<file path="src/rtl/and4_gate.sv">
// Four-input AND, replicated per lane. Each lane has a combinational output
// and a valid-qualified registered copy. Lane 0 also tracks minterm coverage.
module and4_gate #(
  parameter int unsigned LANES = 1,
  parameter int unsigned CNT_W = 16
) (
  input  logic             clk,
  input  logic             rst,
  input  logic             in_valid,
  input  logic             clr,
  input  logic [LANES-1:0] a,
  input  logic [LANES-1:0] b,
  input  logic [LANES-1:0] c,
  input  logic [LANES-1:0] d,
  output logic [LANES-1:0] f,
  output logic [LANES-1:0] f_q,
  output logic             out_valid,
  output logic [15:0]      seen,
  output logic             all_seen,
  output logic [CNT_W-1:0] hi_count
);

  localparam int unsigned MT_W = 16;
  localparam logic [CNT_W-1:0] CNT_MAX = '1;

  logic [3:0]       minterm;
  logic [MT_W-1:0]  seen_nxt;
  logic [CNT_W-1:0] hi_count_nxt;

  assign f       = a & b & c & d;
  assign minterm = {a[0], b[0], c[0], d[0]};

  // Lane-0 coverage and saturating hit counter; clr wins over capture
  always_comb begin
    seen_nxt     = seen;
    hi_count_nxt = hi_count;
    if (clr) begin
      seen_nxt     = '0;
      hi_count_nxt = '0;
    end else if (in_valid) begin
      seen_nxt = seen | (MT_W'(1) << minterm);
      if (f[0] && (hi_count != CNT_MAX)) begin
        hi_count_nxt = hi_count + CNT_W'(1);
      end
    end
  end

  always_ff @(posedge clk) begin
    if (rst) begin
      f_q       <= '0;
      out_valid <= 1'b0;
      seen      <= '0;
      all_seen  <= 1'b0;
      hi_count  <= '0;
    end else begin
      out_valid <= in_valid;
      if (in_valid) begin
        f_q <= f;
      end
      seen     <= seen_nxt;
      // Looks at the next value so it rises with the final minterm
      all_seen <= (seen_nxt == 16'hFFFF);
      hi_count <= hi_count_nxt;
    end
  end

endmodule

</file>
<file path="config.mk">
export PLATFORM = sky130hd
export DESIGN_NAME = and4_gate
export DESIGN_NICKNAME = d
export VERILOG_FILES = /design/src/rtl/and4_gate.sv
export SDC_FILE = /design/constraint.sdc
export NUM_CORES = 1
export LEC_CHECK = 0
export ABC_CLOCK_PERIOD_IN_PS = 3900
export CAP_MARGIN = 25
export CORE_ASPECT_RATIO = 0.8
export CORE_MARGIN = 8
export CORE_UTILIZATION = 51
export DETAILED_ROUTE_END_ITERATION = 7
export GPL_ROUTABILITY_DRIVEN = 0
export PLACE_DENSITY = 0.9
export SLEW_MARGIN = 0
export SYNTH_ARGS = -nofsm -noshare
export SYNTH_HDL_FRONTEND = slang
export SYNTH_SLANG_ARGS = --single-unit
</file>
<file path="constraint.sdc">
create_clock -name clk -period 3.9 [get_ports clk]
set_input_delay 0.585 -clock clk [delete_from_list [all_inputs] [get_ports clk]]
set_output_delay 0.585 -clock clk [all_outputs]
set_load 0.02 [all_outputs]
</file>
==> key figures <==
Detailed routing
  – Met1 WL: 2.07 mm
  – 1st-iter DRT viols: 171
  – DRT Wirelength: 4.60 mm
  – Top sig layer: met4
  – Met2 wire len: 1.98 mm
  – Via count: 1,681
  – DR WL met3: 448 um
  – Drc violations: 0
  – Vias/cell: 6.16
  – WL per Instance: 16.8 um
  – Antenna Nets Post-Route: 0
  – DR pass1 iterations: 4

Timing
  – Fin. Hold Viols: 0
  – Final Setup Violations: 0
  – Worst Tran Pin Value: 795 ps
  – Max Clock Freq: 328 MHz
  – Final setup margin: 847 ps
  – Fin Setup TNS: 0 ps
  – Fin crit period: 3050 ps
  – Rel. slew slack: 46.5%
  – RSZ-0062 raised after global routing: false
  – Final period util: 78.3%
  – Slew Viols, Final: 0
  – Clock Skews: 7.83 ps
  – Hold slack: 479 ps

Finish
  – Fin nets: 241
  – Diodes inserted: 0
  – Finished Core Util: 69.8%
  – Design area: 0.00217 mm2
  – Area Overhead vs Synth: 30.4%
  – Share of layout cells above drive strength 1: 6.87%

Power and ir drop
  – Power density over the cells: 308 mW/mm2
  – Static Leak: 0.720 nW
  – Maximum vdd drop: 261 uV

Worst setup path
  – Most used cell along the critical path: clkdlybuf4s50_1
  – CP Buf/Inv Count: 2
  – Slowest CP cell: clkdlybuf4s50_1
  – R2r worst-path depth: 4
  – Kind of critical path: input pin to output port
  – WP data arrival: 2470 ps
  – Crit. End Element: output port
  – Cell count along the critical path: 4
  – Largest delay share family, worst path: buffers and inverters
  – Crit path launch type: input pin
  – Crit Path Max Fanout: 10
  – Critical path data required time: 3310 ps
  – Slowest stage delay, CP: 660 ps
  – Worst-path cell chain: clkdlybuf4s50_1 -> and2_1 -> and3_1 -> clkdlybuf4s50_1
  – Worst r2r src: hi_count[10]
  – FF-to-FF setup slack: 1900 ps
  – CP Launch Point: d
  – Worst Setup EP: f
  – FF-to-FF End: hi_count[2]

Place
  – Pre-CTS setup slack: 881 ps
  – Detailed Place HPWL: 3.20 mm
  – Post-DP Area: 0.00208 mm2
  – # port buffers: 43

Synthesis
  – Main synth FF type: dfxtp_1
  – Synth async-reset ratio: 0%
  – Post-Synthesis Cell Area: 0.00167 mm2
  – Synthesized net count: 201
  – Part of the Yosys area used for sequential elements: 42.1%
  – Post-synth EDFFs: 0
  – Distinct cells, synth: 44
  – Syn. warnings: 0
  – Syn Area/Cell: 8.67 um2
  – Synth Instances: 192
  – Seq cells post-synth: 35

Floorplanning
  – Die Wd: 79.9 um
  – Initial core utilization: 53.6%
  – Row count: 18
  – Ports: 44
  – DIE HEIGHT: 67.1 um
  – Die footprint: 0.00536 mm2
  – Core area: 0.00311 mm2

Global routing
  – Global-route wire length before repair: 7.29 mm
  – Pin count of the biggest net entering global routing: 30
  – GRT overflow: 0
  – Total GRT Usage: 16.8%
  – Vias in the first global route: 1,469
  – Initial antenna violation count: 0

Worst hold path
  – HP Start: f_q
  – Hold Crit Class: register to register

Status
  – Run status: finished, final reports clean

Clock tree
  – Clock latency on the worst-skew pair: 300 ps
  – Resize count post-CTS: 0
  – Clock sink count: 35
  – CTS Buf Count: 5
  – Root buffer cell: clkbuf_8
  – # H-tree levels: 2
  – CTS tree: yes
  – Post-CTS setup buffer count: 0
  – Clock transition at path regs: 70 ps
  – Post-CTS Hold Buffers: 0
  – CTS max path bufs: 2

Job
  – Max Cap Violations: 0
-- synthesized netlist by cell type (4+ instances only) --
cell type / count / share of area (%)
nand3_1: 5 / 1.5
nand4_1: 7 / 2.6
nor3_1: 5 / 1.5
clkbuf_1: 6 / 1.4
nor2_1: 23 / 5.2
o31ai_1: 4 / 1.8
a32oi_1: 4 / 2.1
inv_1: 4 / 0.90
a21oi_1: 27 / 8.1
nor4_1: 4 / 1.5
mux2_2: 4 / 2.7
dfxtp_1: 35 / 42
or4_1: 4 / 1.8
nand2_1: 8 / 1.8
o21ai_0: 6 / 1.8
or3_1: 5 / 1.9
-- placed cells by master, fill, tap and decap left out, types with 4 or more instances in the layout --
cell / count
a32oi_1: 4
inv_1: 4
nand2_1: 8
or4_1: 4
nor4_1: 4
a21oi_1: 27
nand3_1: 5
clkdlybuf4s50_1: 43
clkbuf_8: 5
nand4_1: 7
nor3_1: 5
or3_1: 5
mux2_2: 4
o21ai_0: 6
nor2_1: 23
o31ai_1: 4
dfxtp_1: 35
-- cells by family after synthesis --
group,synth area share (%)
buffers and inverters,4.73
adders and majority gates,0.751
AOI/OAI and AO/OA,20.2
DFF,42.1
and+or+nand+nor,28.2
muxes,3.98
-- tightest hold or removal path: stages, from the launching register on --
cell and delay (ps):
dfxtp_1 310, nand2b_1 70, a21oi_1 60
-- cell type report --
type / instances / area, um2
Fill cell: 261 / 937
Multi-Input combinational cell: 143 / 886
Sequential cell: 35 / 701
Timing Repair Buffer: 43 / 430
Clock buffer: 5 / 68.8
Tap cell: 40 / 50.0
Clock inverter: 3 / 20.0
Inverter: 4 / 15.0
-- where the power goes --
group	internal (mW)	switching (mW)
logic	0.0168	0.0251
registers	0.359	0.00169
clock network	0.124	0.142
-- worst min path at each step --
stage / endpoint / slack (ps) / cells after the start
global placement: f_q / 460 / 2
CTS: f_q / 480 / 2
global route: f_q / 520 / 2
floorplan: f_q / 540 / 2
finish: f_q / 480 / 2
detailed placement: f_q / 470 / 2
-- per-layer routing --
layer / vias up / global-route usage, %
li1: 808 / -
met4: 0 / 7.24
met2: 79 / 25.0
met5: - / 0
met3: 12 / 5.91
met1: 782 / 21.5
-- flip-flops by register name, indices dropped and copies added (netlist names) --
register and flops:
seen 16, f_q 1, out_valid 1, all_seen 1, hi_count 16
-- stage by stage --
| stage | total power, mW | std cells |
|---|---|---|
| after global routing | 0.690 | 273 |
| after CTS | 0.667 | 273 |
| final | 0.669 | 273 |
| after detailed placement | 0.410 | 265 |
| after floorplan | 0.394 | 192 |
| after global placement | 0.410 | 265 |
Power figures use the tool's default switching activity.
